<file path="config.mk">
export PLATFORM = sky130hd
export DESIGN_NAME = mem_port_arbiter
export DESIGN_NICKNAME = d
export VERILOG_FILES = /design/src/rtl/mem_arb_pkg.sv /design/src/rtl/mem_rsp_tracker.sv /design/src/rtl/mem_port_arbiter.sv
export SDC_FILE = /design/constraint.sdc
export NUM_CORES = 1
export LEC_CHECK = 0
export ABC_AREA = 1
export ABC_CLOCK_PERIOD_IN_PS = 2650
export CORE_AREA = 2 2 108 110
export DETAILED_ROUTE_END_ITERATION = 8
export DIE_AREA = 0 0 110 112
export PLACE_DENSITY = 0.64
export SLEW_MARGIN = 20
export SYNTH_ARGS = -nofsm -noshare
export SYNTH_HDL_FRONTEND = slang
export SYNTH_HIERARCHICAL = 1
export SYNTH_SLANG_ARGS = --single-unit
</file>
<file path="constraint.sdc">
create_clock -name clk -period 2.65 [get_ports clk]
set_clock_uncertainty 0.15 [all_clocks]
set_input_delay 0.3975 -clock clk [delete_from_list [all_inputs] [get_ports clk]]
set_output_delay 0.3975 -clock clk [all_outputs]
set_load 0.1 [all_outputs]
</file>
<file path="src/rtl/mem_arb_pkg.sv">
// Shared types and constants for the instruction/data memory port arbiter.
package mem_arb_pkg;

  typedef enum logic {
    OWN_IF = 1'b0,
    OWN_D  = 1'b1
  } owner_t;

  typedef struct packed {
    logic   valid;
    owner_t owner;
  } trk_entry_t;

  localparam int PRI_RR     = 0;
  localparam int PRI_DFIXED = 1;

endpackage

</file>
<file path="src/rtl/mem_rsp_tracker.sv">
// Shift register that follows each granted read through the memory latency
// so the returning data can be steered to the requester that issued it.
module mem_rsp_tracker
  import mem_arb_pkg::*;
#(
  parameter int DEPTH = 1
) (
  input  logic   clk,
  input  logic   reset,
  input  logic   push,
  input  owner_t push_owner,
  output logic   head_valid,
  output owner_t head_owner,
  output logic   any_valid
);

  trk_entry_t stage_reg [DEPTH];
  logic [DEPTH-1:0] valid_bits;

  always_ff @(posedge clk) begin
    if (reset) begin
      for (int i = 0; i < DEPTH; i++) begin
        stage_reg[i] <= '0;
      end
    end else begin
      stage_reg[0] <= trk_entry_t'{valid: push, owner: push_owner};
      for (int i = 1; i < DEPTH; i++) begin
        stage_reg[i] <= stage_reg[i-1];
      end
    end
  end

  genvar gi;
  generate
    for (gi = 0; gi < DEPTH; gi++) begin : g_valid
      assign valid_bits[gi] = stage_reg[gi].valid;
    end
  endgenerate

  assign head_valid = stage_reg[DEPTH-1].valid;
  assign head_owner = stage_reg[DEPTH-1].owner;
  assign any_valid  = |valid_bits;

endmodule

</file>
<file path="src/rtl/mem_port_arbiter.sv">
// Shares one single-port synchronous memory between the fetch path and the
// load/store path: one access per cycle, read data routed back to its issuer.
module mem_port_arbiter
  import mem_arb_pkg::*;
#(
  parameter int AW         = 32,
  parameter int DW         = 32,
  parameter int MEM_LAT    = 1,
  parameter int PRIORITY   = 0,
  parameter int STARVE_MAX = 4
) (
  input  logic            clk,
  input  logic            reset,
  input  logic            if_req,
  input  logic [AW-1:0]   if_addr,
  output logic            if_gnt,
  output logic            if_rvalid,
  output logic [DW-1:0]   if_rdata,
  input  logic            d_req,
  input  logic            d_we,
  input  logic [DW/8-1:0] d_be,
  input  logic [AW-1:0]   d_addr,
  input  logic [DW-1:0]   d_wdata,
  output logic            d_gnt,
  output logic            d_rvalid,
  output logic [DW-1:0]   d_rdata,
  output logic            mem_en,
  output logic            mem_we,
  output logic [DW/8-1:0] mem_be,
  output logic [AW-1:0]   mem_addr,
  output logic [DW-1:0]   mem_wdata,
  input  logic [DW-1:0]   mem_rdata,
  output logic            busy
);

  localparam int SW = $clog2(STARVE_MAX + 1);

  owner_t        last_reg;
  logic [SW-1:0] starve_reg;
  logic          if_win;
  logic          d_win;
  logic          head_valid;
  owner_t        head_owner;
  logic          any_valid;

  // Grant decision; everything is forced idle while reset is held.
  always_comb begin
    if_win = 1'b0;
    d_win  = 1'b0;
    if (!reset) begin
      if (if_req && d_req) begin
        if (PRIORITY == PRI_RR) begin
          if_win = (last_reg == OWN_D);
        end else begin
          if_win = (starve_reg == SW'(STARVE_MAX));
        end
        d_win = !if_win;
      end else begin
        if_win = if_req;
        d_win  = d_req;
      end
    end
  end

  always_comb begin
    mem_en    = 1'b0;
    mem_we    = 1'b0;
    mem_be    = '0;
    mem_addr  = '0;
    mem_wdata = '0;
    if (if_win) begin
      mem_en   = 1'b1;
      mem_addr = if_addr;
    end else if (d_win) begin
      mem_en    = 1'b1;
      mem_we    = d_we;
      mem_be    = d_be;
      mem_addr  = d_addr;
      mem_wdata = d_wdata;
    end
  end

  always_ff @(posedge clk) begin
    if (reset) begin
      last_reg   <= OWN_D;
      starve_reg <= '0;
    end else begin
      if (if_win) begin
        last_reg <= OWN_IF;
      end else if (d_win) begin
        last_reg <= OWN_D;
      end
      // Counter never passes STARVE_MAX: reaching it forces the fetch grant.
      if ((PRIORITY == PRI_DFIXED) && if_req && !if_win) begin
        starve_reg <= starve_reg + 1'b1;
      end else begin
        starve_reg <= '0;
      end
    end
  end

  mem_rsp_tracker #(
    .DEPTH(MEM_LAT)
  ) u_tracker (
    .clk       (clk),
    .reset     (reset),
    .push      (if_win || (d_win && !d_we)),
    .push_owner(if_win ? OWN_IF : OWN_D),
    .head_valid(head_valid),
    .head_owner(head_owner),
    .any_valid (any_valid)
  );

  assign if_gnt    = if_win;
  assign d_gnt     = d_win;
  assign if_rvalid = !reset && head_valid && (head_owner == OWN_IF);
  assign d_rvalid  = !reset && head_valid && (head_owner == OWN_D);
  assign if_rdata  = if_rvalid ? mem_rdata : '0;
  assign d_rdata   = d_rvalid ? mem_rdata : '0;
  assign busy      = !reset && any_valid;

endmodule

</file>
* Word-level counts from Yosys, hierarchy flattened
Memories as Yosys holds them, arrays and structs flattened.
Cells that the tools add are included.
** Storage, ports and cells
- Memories :: 1
- Memory bits (writable) :: 2
- Output and inout port bits :: 139
- Logic and storage cells :: 40
- Register bits after elaboration :: 1
- Bits of input ports :: 137
** Cells by class
- Muxes and demuxes :: 26
- Reductions and logical operators :: 11
- Bitwise operators :: 1
** Memories
- u_tracker.stage_reg :: words 1, width 2, read ports 1, clocked after Yosys merged registers in 0, wr ports 1, RTL line mem_rsp_tracker.sv:17 : trk_entry_t stage_reg [DEPTH];
** Operators by type and width (count)
- 32-bit 2-to-1 mux :: 6
- 1-bit 2-to-1 mux :: 17
- 4-bit 2-to-1 mux :: 2
- 1-bit logical AND :: 5
- 1-bit logical NOT :: 3
- 2-bit 2-to-1 mux :: 1
- 2-bit nonzero test :: 1
- 2-bit OR reduction :: 1
- 1-bit logical OR :: 1
- 1-bit NOT :: 1

* Depth between registers and ports, before layout
Gate-level depths: netlist of the first run.
- Depth in word-level cells :: 9
- Mapped depth :: 7
- Mapped depth without buffers :: 6

* By module
Netlist of the first run, hierarchy kept.
** Modules (own cells, without submodules)
- mem_port_arbiter :: sequential area each 20.0 um^2, area each 1423.9 um^2, cells each 318, times used 1
- mem_rsp_tracker :: sequential area each 40.0 um^2, area each 62.6 um^2, cells each 7, times used 1

* Worst setup path before layout of the first run
OpenSTA, ideal clock, no wires.
- Path type :: input-to-output
- From :: input d_req
- To :: output mem_wdata[10]
- Arrival :: 2.144 ns
- Required time :: 2.102 ns
- Stages :: 6
- Buffers on the path :: 2
- Slack :: -0.042 ns
- Path through :: buf_4 > inv_2 > nor2_4 > nand2_1 > buf_2 > nor2_1
** Between the ends
- Word-level cells in the longest chain between the ends :: 5
- Elaborated cells between the ends (all ways) :: 7
- Classes of those cells :: mux: 6; reduce/logical: 1
** Ends and longest elaborated chain
- start, declared :: RTL line mem_port_arbiter.sv:19 : input logic d_req,
- 1-bit logical AND :: RTL line mem_port_arbiter.sv:51 : if (if_req && d_req) begin
- 1-bit 2-to-1 mux :: RTL line mem_port_arbiter.sv:51
- 1-bit 2-to-1 mux :: RTL line mem_port_arbiter.sv:50 : if (!reset) begin
- 32-bit 2-to-1 mux :: RTL line mem_port_arbiter.sv:74 : end else if (d_win) begin
- 32-bit 2-to-1 mux (*) :: RTL line mem_port_arbiter.sv:71 : if (if_win) begin
- end, declared :: RTL line mem_port_arbiter.sv:31 : output logic [DW-1:0] mem_wdata,
Mark *: on every way between the ends. The rest lies on a longest branch, timed or not.

* Final worst setup path of the first run
- From :: input d_req
- To :: output mem_addr[31]
** Between the ends
- Word-level cells in the longest chain between the ends :: 5
- Elaborated cells between the ends (all ways) :: 7
- Classes of those cells :: mux: 6; reduce/logical: 1
** Ends and longest elaborated chain
- 1-bit logical AND :: RTL line mem_port_arbiter.sv:51
- 1-bit 2-to-1 mux :: RTL line mem_port_arbiter.sv:51
- 1-bit 2-to-1 mux :: RTL line mem_port_arbiter.sv:50
- 32-bit 2-to-1 mux :: RTL line mem_port_arbiter.sv:74
- 32-bit 2-to-1 mux (*) :: RTL line mem_port_arbiter.sv:71
- end, declared :: RTL line mem_port_arbiter.sv:30 : output logic [AW-1:0] mem_addr,
Marks and branches as above.

==> reports/results.txt, run 1 <==
Status -> completed
Part of the power in registers -> 3.4%
Count of cell types in the netlist -> 17
Count of final setup violators -> 0
CTS buffer count -> 3
Final HPWL DP -> 8330 um
R2R Setup Slk -> 1.62 ns
Vias in the first global route -> 2999
Fraction of the mapped netlist area in adder cells -> 0%
Drt first-iter violations -> 189
Reg-to-reg startpoint -> last_reg
P_leak -> 2.79 nW
Gr usage total -> 14.8%
Net count after synthesis -> 462
Yosys reg bits -> 3
Antenna violations before repair -> 0
Port buffer count -> 275
Met3 WL post-DR -> 1240 um
Sequential area share after synthesis -> 4.04%
Max Used Layer -> met4
Most frequent cells in the layout -> 146 x buf_12, 136 x clkdlybuf4s50_1, 90 x nor2_1
Synth Cell Area -> 0.00149 sq mm
Max FFs per register -> 2
Reg-to-Reg End -> u_tracker/stage_reg[0][1]
Endpoints failing hold -> 0
Placed cells -> 725
Clock transition at the registers of the reported paths -> 0.03 ns
Drt drc -> 0
Xor-xnor portion of the synthesized cell area -> 0%
Drt pass-1 iters -> 4
Diodes inserted -> 0
Mapped Avg Cell Area -> 4.57 sq um
Max cap viols -> 0
DR WL/cell -> 13.2 um
Clk network pwr share -> 15.6%
Combinational power share -> 81.0%
Post-Route Utilization -> 52.9%
Fillers -> 999
Placeable Area -> 0.0112 sq mm
Die ar. -> 0.0123 sq mm
Hold endpoint -> last_reg
Met2 wire len -> 5160 um
Post-route insts no fill -> 729
Initial Util -> 13.3%
Worst hold path startpoint -> last_reg
Vias/cell -> 4.16
Via Count -> 3030
Largest family of logic cells by synthesized area -> simple AND/OR/NAND/NOR gates
TritonCTS clock tree -> built
PostCTS Resize Cnt -> 0
Critical path type -> primary input to primary output
GPL Wtd Cong -> 0.795
Net Sw Power -> 0.000787 W
Layout Nets -> 724
Fin. max-slew vios -> 0
FP Rows -> 39
Hold Crit Class -> flip-flop to flip-flop
Die Wd -> 110 um
ANT nets after route -> 0
P_int -> 0.000743 W
GRT overflow -> 0
Largest net degree at the start of global routing -> 40
Post-Synth Simple-Gate Area -> 65.7%
Maximum vdd drop -> 226 uV
Most common cell after layout, fill and taps aside -> buf_12
Final WL -> 9600 um
Critical path peak fanout -> 32
Area grow syn2layout -> 298%
# IOs -> 276
Worst hold margin -> 0.404 ns
Critical Path AT -> 1.91 ns
Synth warn -> 6
Hold depth -> 2
Worst Max-Slew Pin Slew -> 0.334 ns
Design Power -> 0.00153 W
Worst r2r path cells -> 6
Fmax -> 407 MHz
Met1 layer wirelength in the final routing -> 3010 um
Post-Syn Instances -> 325
WP data required -> 2.10 ns
Cell Area, Placed -> 0.00583 sq mm
Layout cells sized above 1 -> 29.9%
Post-CTS Hold Buffers -> 0
Post-synthesis mux area share -> 0%
Fin area -> 0.00591 sq mm
Skew-Pair Late Insertion Delay -> 0.22 ns
Crit start category -> primary input
Slew HR -> 77.7%
Clock sinks -> 3
Final Cycle Share -> 92.7%
CTS root buffer -> clkbuf_16
Switching share of power -> 51.5%
Post-CTS setup buffers -> 0
Tmin final -> 2.46 ns
Compound-Gate Fraction of Synth Area -> 0%
Die height -> 112 um
RSZ-0062 raised after global routing -> false
Power per Cell Area -> 259 mW/mm^2
Bufs on Longest Clock Path -> 2
Crit end category -> primary output
Depth of the CTS H-tree -> 1
First-pass GRT wire length -> 14400 um
-- metrics by stage --
step           worst slack, ns  TNS (ns)
2_1_floorplan          -0.0419    -0.838
5_1_grt                 0.0942         0
4_1_cts                  0.152         0
3_3_place_gp             0.176         0
6_report                 0.194         0
3_5_place_dp             0.154         0
-- worst max-delay path, cell delays in order --
cell             delay, ns
clkdlybuf4s50_1       0.55
buf_4                 0.24
nand2_1               0.13
buf_12                0.18
nand3_1               0.09
nand2_1               0.11
buf_12                0.19
-- cell usage after synthesis (all sizes together) --
| cell | n | area share [%] |
|---|---|---|
| nand2 | 39 | 9.8 |
| buf | 24 | 9.5 |
| inv | 79 | 20 |
| nand3b | 1 | 0.76 |
| nor3 | 1 | 0.34 |
| nand3 | 34 | 12 |
| nand4 | 32 | 13 |
| nor2 | 109 | 30 |
| dfxtp | 3 | 4.0 |
| clkbuf | 3 | 0.76 |
-- cells by family after synthesis --
logic type             count (synthesis)
and+or+nand+nor                      216
buffers and inverters                106
DFF                                    3
-- worst max-delay path by stage --
stage	end	slack, ns	cells after the start	startpoint
final	mem_addr[31]	0.19	7	d_req
after global routing	mem_addr[31]	0.09	7	d_req
after CTS	mem_addr[31]	0.15	7	d_req
after detailed placement	mem_addr[31]	0.15	7	d_req
after global placement	mem_addr[31]	0.18	7	d_req
after floorplan	mem_wdata[10]	-0.04	6	d_req
-- layout make-up --
type	count	area (sq um)	area share [%]
Inverter	79	297	5.01
Sequential cell	3	60.1	1.02
Tap cell	143	179	3.03
Timing Repair Buffer	284	4300	72.7
Multi-Input combinational cell	216	1000	16.9
Clock buffer	4	78.8	1.33
-- power by group through the flow --
stage / Sequential (W) / Combinational, W / Clock (W)
2_1_floorplan: 0.0000512 / 0.000665 / 0
3_3_place_gp: 0.0000520 / 0.00123 / 0
3_5_place_dp: 0.0000521 / 0.00124 / 0
4_1_cts: 0.0000515 / 0.00125 / 0.000243
5_1_grt: 0.0000519 / 0.00128 / 0.000252
6_report: 0.0000514 / 0.00124 / 0.000239
-- routing by layer --
layer / up-vias / track usage [%]
li1: 1493 / -
met4: 0 / 3.54
met5: - / 0
met3: 15 / 5.15
met1: 1340 / 13.6
met2: 182 / 29.9
Note: power is estimated with default switching activity, not from simulation.
==> run 2, diff against run 1 <==
--- a/config.mk
+++ b/config.mk
@@ -7,6 +7,7 @@
 export LEC_CHECK = 0
 export ABC_AREA = 1
 export ABC_CLOCK_PERIOD_IN_PS = 2650
+export CAP_MARGIN = 20
 export CORE_AREA = 2 2 108 110
 export DETAILED_ROUTE_END_ITERATION = 8
 export DIE_AREA = 0 0 110 112
==> results of run 2 <==
No change in the layout: final DEF, timing and power equal those of run 1.
==> run 3, diff against run 2 <==
--- a/config.mk
+++ b/config.mk
@@ -6,12 +6,13 @@
 export NUM_CORES = 1
 export LEC_CHECK = 0
 export ABC_AREA = 1
-export ABC_CLOCK_PERIOD_IN_PS = 2650
+export ABC_CLOCK_PERIOD_IN_PS = 2840
 export CAP_MARGIN = 20
 export CORE_AREA = 2 2 108 110
 export DETAILED_ROUTE_END_ITERATION = 8
 export DIE_AREA = 0 0 110 112
 export PLACE_DENSITY = 0.64
+export RECOVER_POWER = 100
 export SLEW_MARGIN = 20
 export SYNTH_ARGS = -nofsm -noshare
 export SYNTH_HDL_FRONTEND = slang
==> constraint.sdc (replaced) <==
create_clock -name clk -period 2.84 [get_ports clk]
set_clock_uncertainty 0.15 [all_clocks]
set_input_delay 0.426 -clock clk [delete_from_list [all_inputs] [get_ports clk]]
set_output_delay 0.426 -clock clk [all_outputs]
set_load 0.1 [all_outputs]
==> run 3 against run 2 <==
Via count decreased by 0.36%. Critical path type unchanged. Cell area is 23% lower. Register-to-register slack gained 0.15 ns. Highest routed layer unchanged. Sequential share of layout area is 0.30 points higher. Critical path depth fell by 1. Global-route usage decreased by 0.28 points. Worst setup slack got worse by 0.063 ns. Utilization decreased by 12 points.
==> reports/results.txt, run 3 (synthesis gave the netlist of run 1 again) <==
Vias/cell -> 4.14 (was 4.16)
Critical Path AT -> 2.13 ns (was 1.91 ns)
Antenna violations before repair -> 1 (was 0)
First-pass GRT wire length -> 14300 um (was 14400 um)
Area grow syn2layout -> 207% (was 298%)
ANT nets after route -> 0 (unchanged)
Fin area -> 0.00457 sq mm (was 0.00591 sq mm)
Post-CTS Hold Buffers -> 0 (unchanged)
Worst path max stage delay -> 0.65 ns (was 0.55 ns)
Via Count -> 3019 (was 3030)
Final WS setup -> 0.131 ns (was 0.194 ns)
Bufs on Longest Clock Path -> 2 (unchanged)
Slowest-stage cell, CP -> dlygate4sd3_1 (was clkdlybuf4s50_1)
Multi-input gate area -> 975 sq um (was 1000 sq um)
Crit start category -> primary input (unchanged)
GRT overflow -> 0 (unchanged)
DR WL/cell -> 13.3 um (was 13.2 um)
Most common cell after layout, fill and taps aside -> clkdlybuf4s50_1 (was buf_12)
Hold Crit Class -> flip-flop to flip-flop (unchanged)
Tmin final -> 2.71 ns
Initial Util -> 13.3% (unchanged)
Power per Cell Area -> 273 mW/mm^2 (was 259 mW/mm^2)
Layout cells sized above 1 -> 28.0% (was 29.9%)
Clock sinks -> 3 (unchanged)
Die height -> 112 um (unchanged)
Fin Setup TNS -> 0 ns (unchanged)
Fmax -> 369 MHz
Final Cycle Share -> 95.4%
Drt drc -> 0 (unchanged)
Drt first-iter violations -> 139 (was 189)
CTS buffer count -> 3 (unchanged)
Worst Max-Slew Pin Slew -> 0.584 ns (was 0.334 ns)
Depth of the CTS H-tree -> 1 (unchanged)
Max cap viols -> 0 (unchanged)
CP bufs+invs -> 4 (unchanged)
Slew HR -> 61.2% (was 77.7%)
Max FFs per register -> 2 (unchanged)
Clock transition at the registers of the reported paths -> 0.03 ns (about the same)
Die Wd -> 110 um (unchanged)
Vias in the first global route -> 2998 (was 2999)
Final HPWL DP -> 8320 um (was 8330 um)
TritonCTS clock tree -> built (unchanged)
Skew-Pair Late Insertion Delay -> 0.23 ns (was 0.22 ns)
RSZ-0062 raised after global routing -> false (unchanged)
Cell Area, Placed -> 0.00580 sq mm (was 0.00583 sq mm)
Post-CTS setup buffers -> 0 (unchanged)
Maximum vdd drop -> 169 uV (was 226 uV)
GPL Wtd Cong -> 0.773 (was 0.795)
Worst hold margin -> 0.398 ns (was 0.404 ns)
Layout Nets -> 724 (unchanged)
Port buffer count -> 275 (unchanged)
Pre-CTS WS -> 0.234 ns (was 0.154 ns)
Drt pass-1 iters -> 4 (unchanged)
Critical path peak fanout -> 23 (was 32)
Register Area -> 60.1 sq um (unchanged)
Die ar. -> 0.0123 sq mm (unchanged)
Crit path cell chain -> dlygate4sd3_1 -> inv_2 -> buf_12 -> nand4_1 -> nand2_1 -> clkbuf_4 (was clkdlybuf4s50_1 -> buf_4 -> nand2_1 -> buf_12 -> nand3_1 -> nand2_1 -> buf_12)
Final WL -> 9710 um (was 9600 um)
Fillers -> 1168 (was 999)
FP Rows -> 39 (unchanged)
Count of final setup violators -> 0 (unchanged)
CTS root buffer -> clkbuf_16 (unchanged)
P_leak -> 2.41 nW (was 2.79 nW)
Critical path type -> primary input to primary output (unchanged)
Most frequent cells in the layout -> 135 x clkdlybuf4s50_1, 102 x clkbuf_4, 100 x nor2_1 (was 146 x buf_12, 136 x clkdlybuf4s50_1, 90 x nor2_1)
Crit end category -> primary output (unchanged)
Largest net degree at the start of global routing -> 40 (unchanged)
Status -> completed (unchanged)
Fin. max-slew vios -> 0 (unchanged)
Gr usage total -> 14.5% (was 14.8%)
Endpoints failing hold -> 0 (unchanged)
# IOs -> 276 (unchanged)
PostCTS Resize Cnt -> 0 (unchanged)
Placeable Area -> 0.0112 sq mm (unchanged)
Worst path top cell family by delay -> buffers and inverters (unchanged)
WP data required -> 2.26 ns (was 2.10 ns)
## run 3: cell count changes in the layout (fill, tap and decap cells not counted), sizes merged
cell,before,now
dlygate4sd3,0,1
clkdlybuf4s50,136,135
buf,148,44
diode,0,1
clkbuf,4,108
## run 3: path summary, 6_finish.rpt
path	depth (start not counted)	end	from	slack (ns)
worst max-delay path	6	mem_addr[22]	reset	0.13
worst min-delay path	2	last_reg	last_reg	0.40
worst max register to register	6	u_tracker/stage_reg[0][1]	last_reg	1.77
worst min register to register	2	last_reg	last_reg	0.40
## run 3: where the power goes
group	internal (W)	switching (W)
Clock	0.000185	0.0000406
Sequential	0.0000455	0.00000237
Combinational	0.000315	0.000661
Total	0.000546	0.000704
## run 3: through the flow
step | total power (W) | util [%] | instances
detailed placement | 0.00120 | 51.9 | 725
finish | 0.00125 | 40.9 | 730
global route | 0.00130 | 40.9 | 729
floorplan | 0.000665 | - | 325
global placement | 0.00119 | 51.9 | 725
CTS | 0.00143 | 52.6 | 729
## run 3: area by class of cell
class                      instances  area share [%]
tap                              143            3.91
timing repair buffer             284            65.2
sequential                         3            1.31
multi-input combinational        216            21.3
clock buffer                       4            1.72
antenna                            1          0.0547
inverter                          79            6.49
## run 3: per-layer routing
metal | GRT usage, % | wire (um) | vias up | part of all wire, %
li1 | - | - | 1493 | -
met1 | 13.4 | 3250 | 1324 | 34
met2 | 28.6 | 4940 | 183 | 51
met3 | 4.98 | 1250 | 19 | 13
met4 | 4.98 | 258 | 0 | 2.7
met5 | 0 | 0 | - | 0
## run 3: worst min-delay path, delay by kind of cell, from the launching register on
family | cells | cell delay [ns]
flops | 1 | 0.35
simple gates | 2 | 0.16
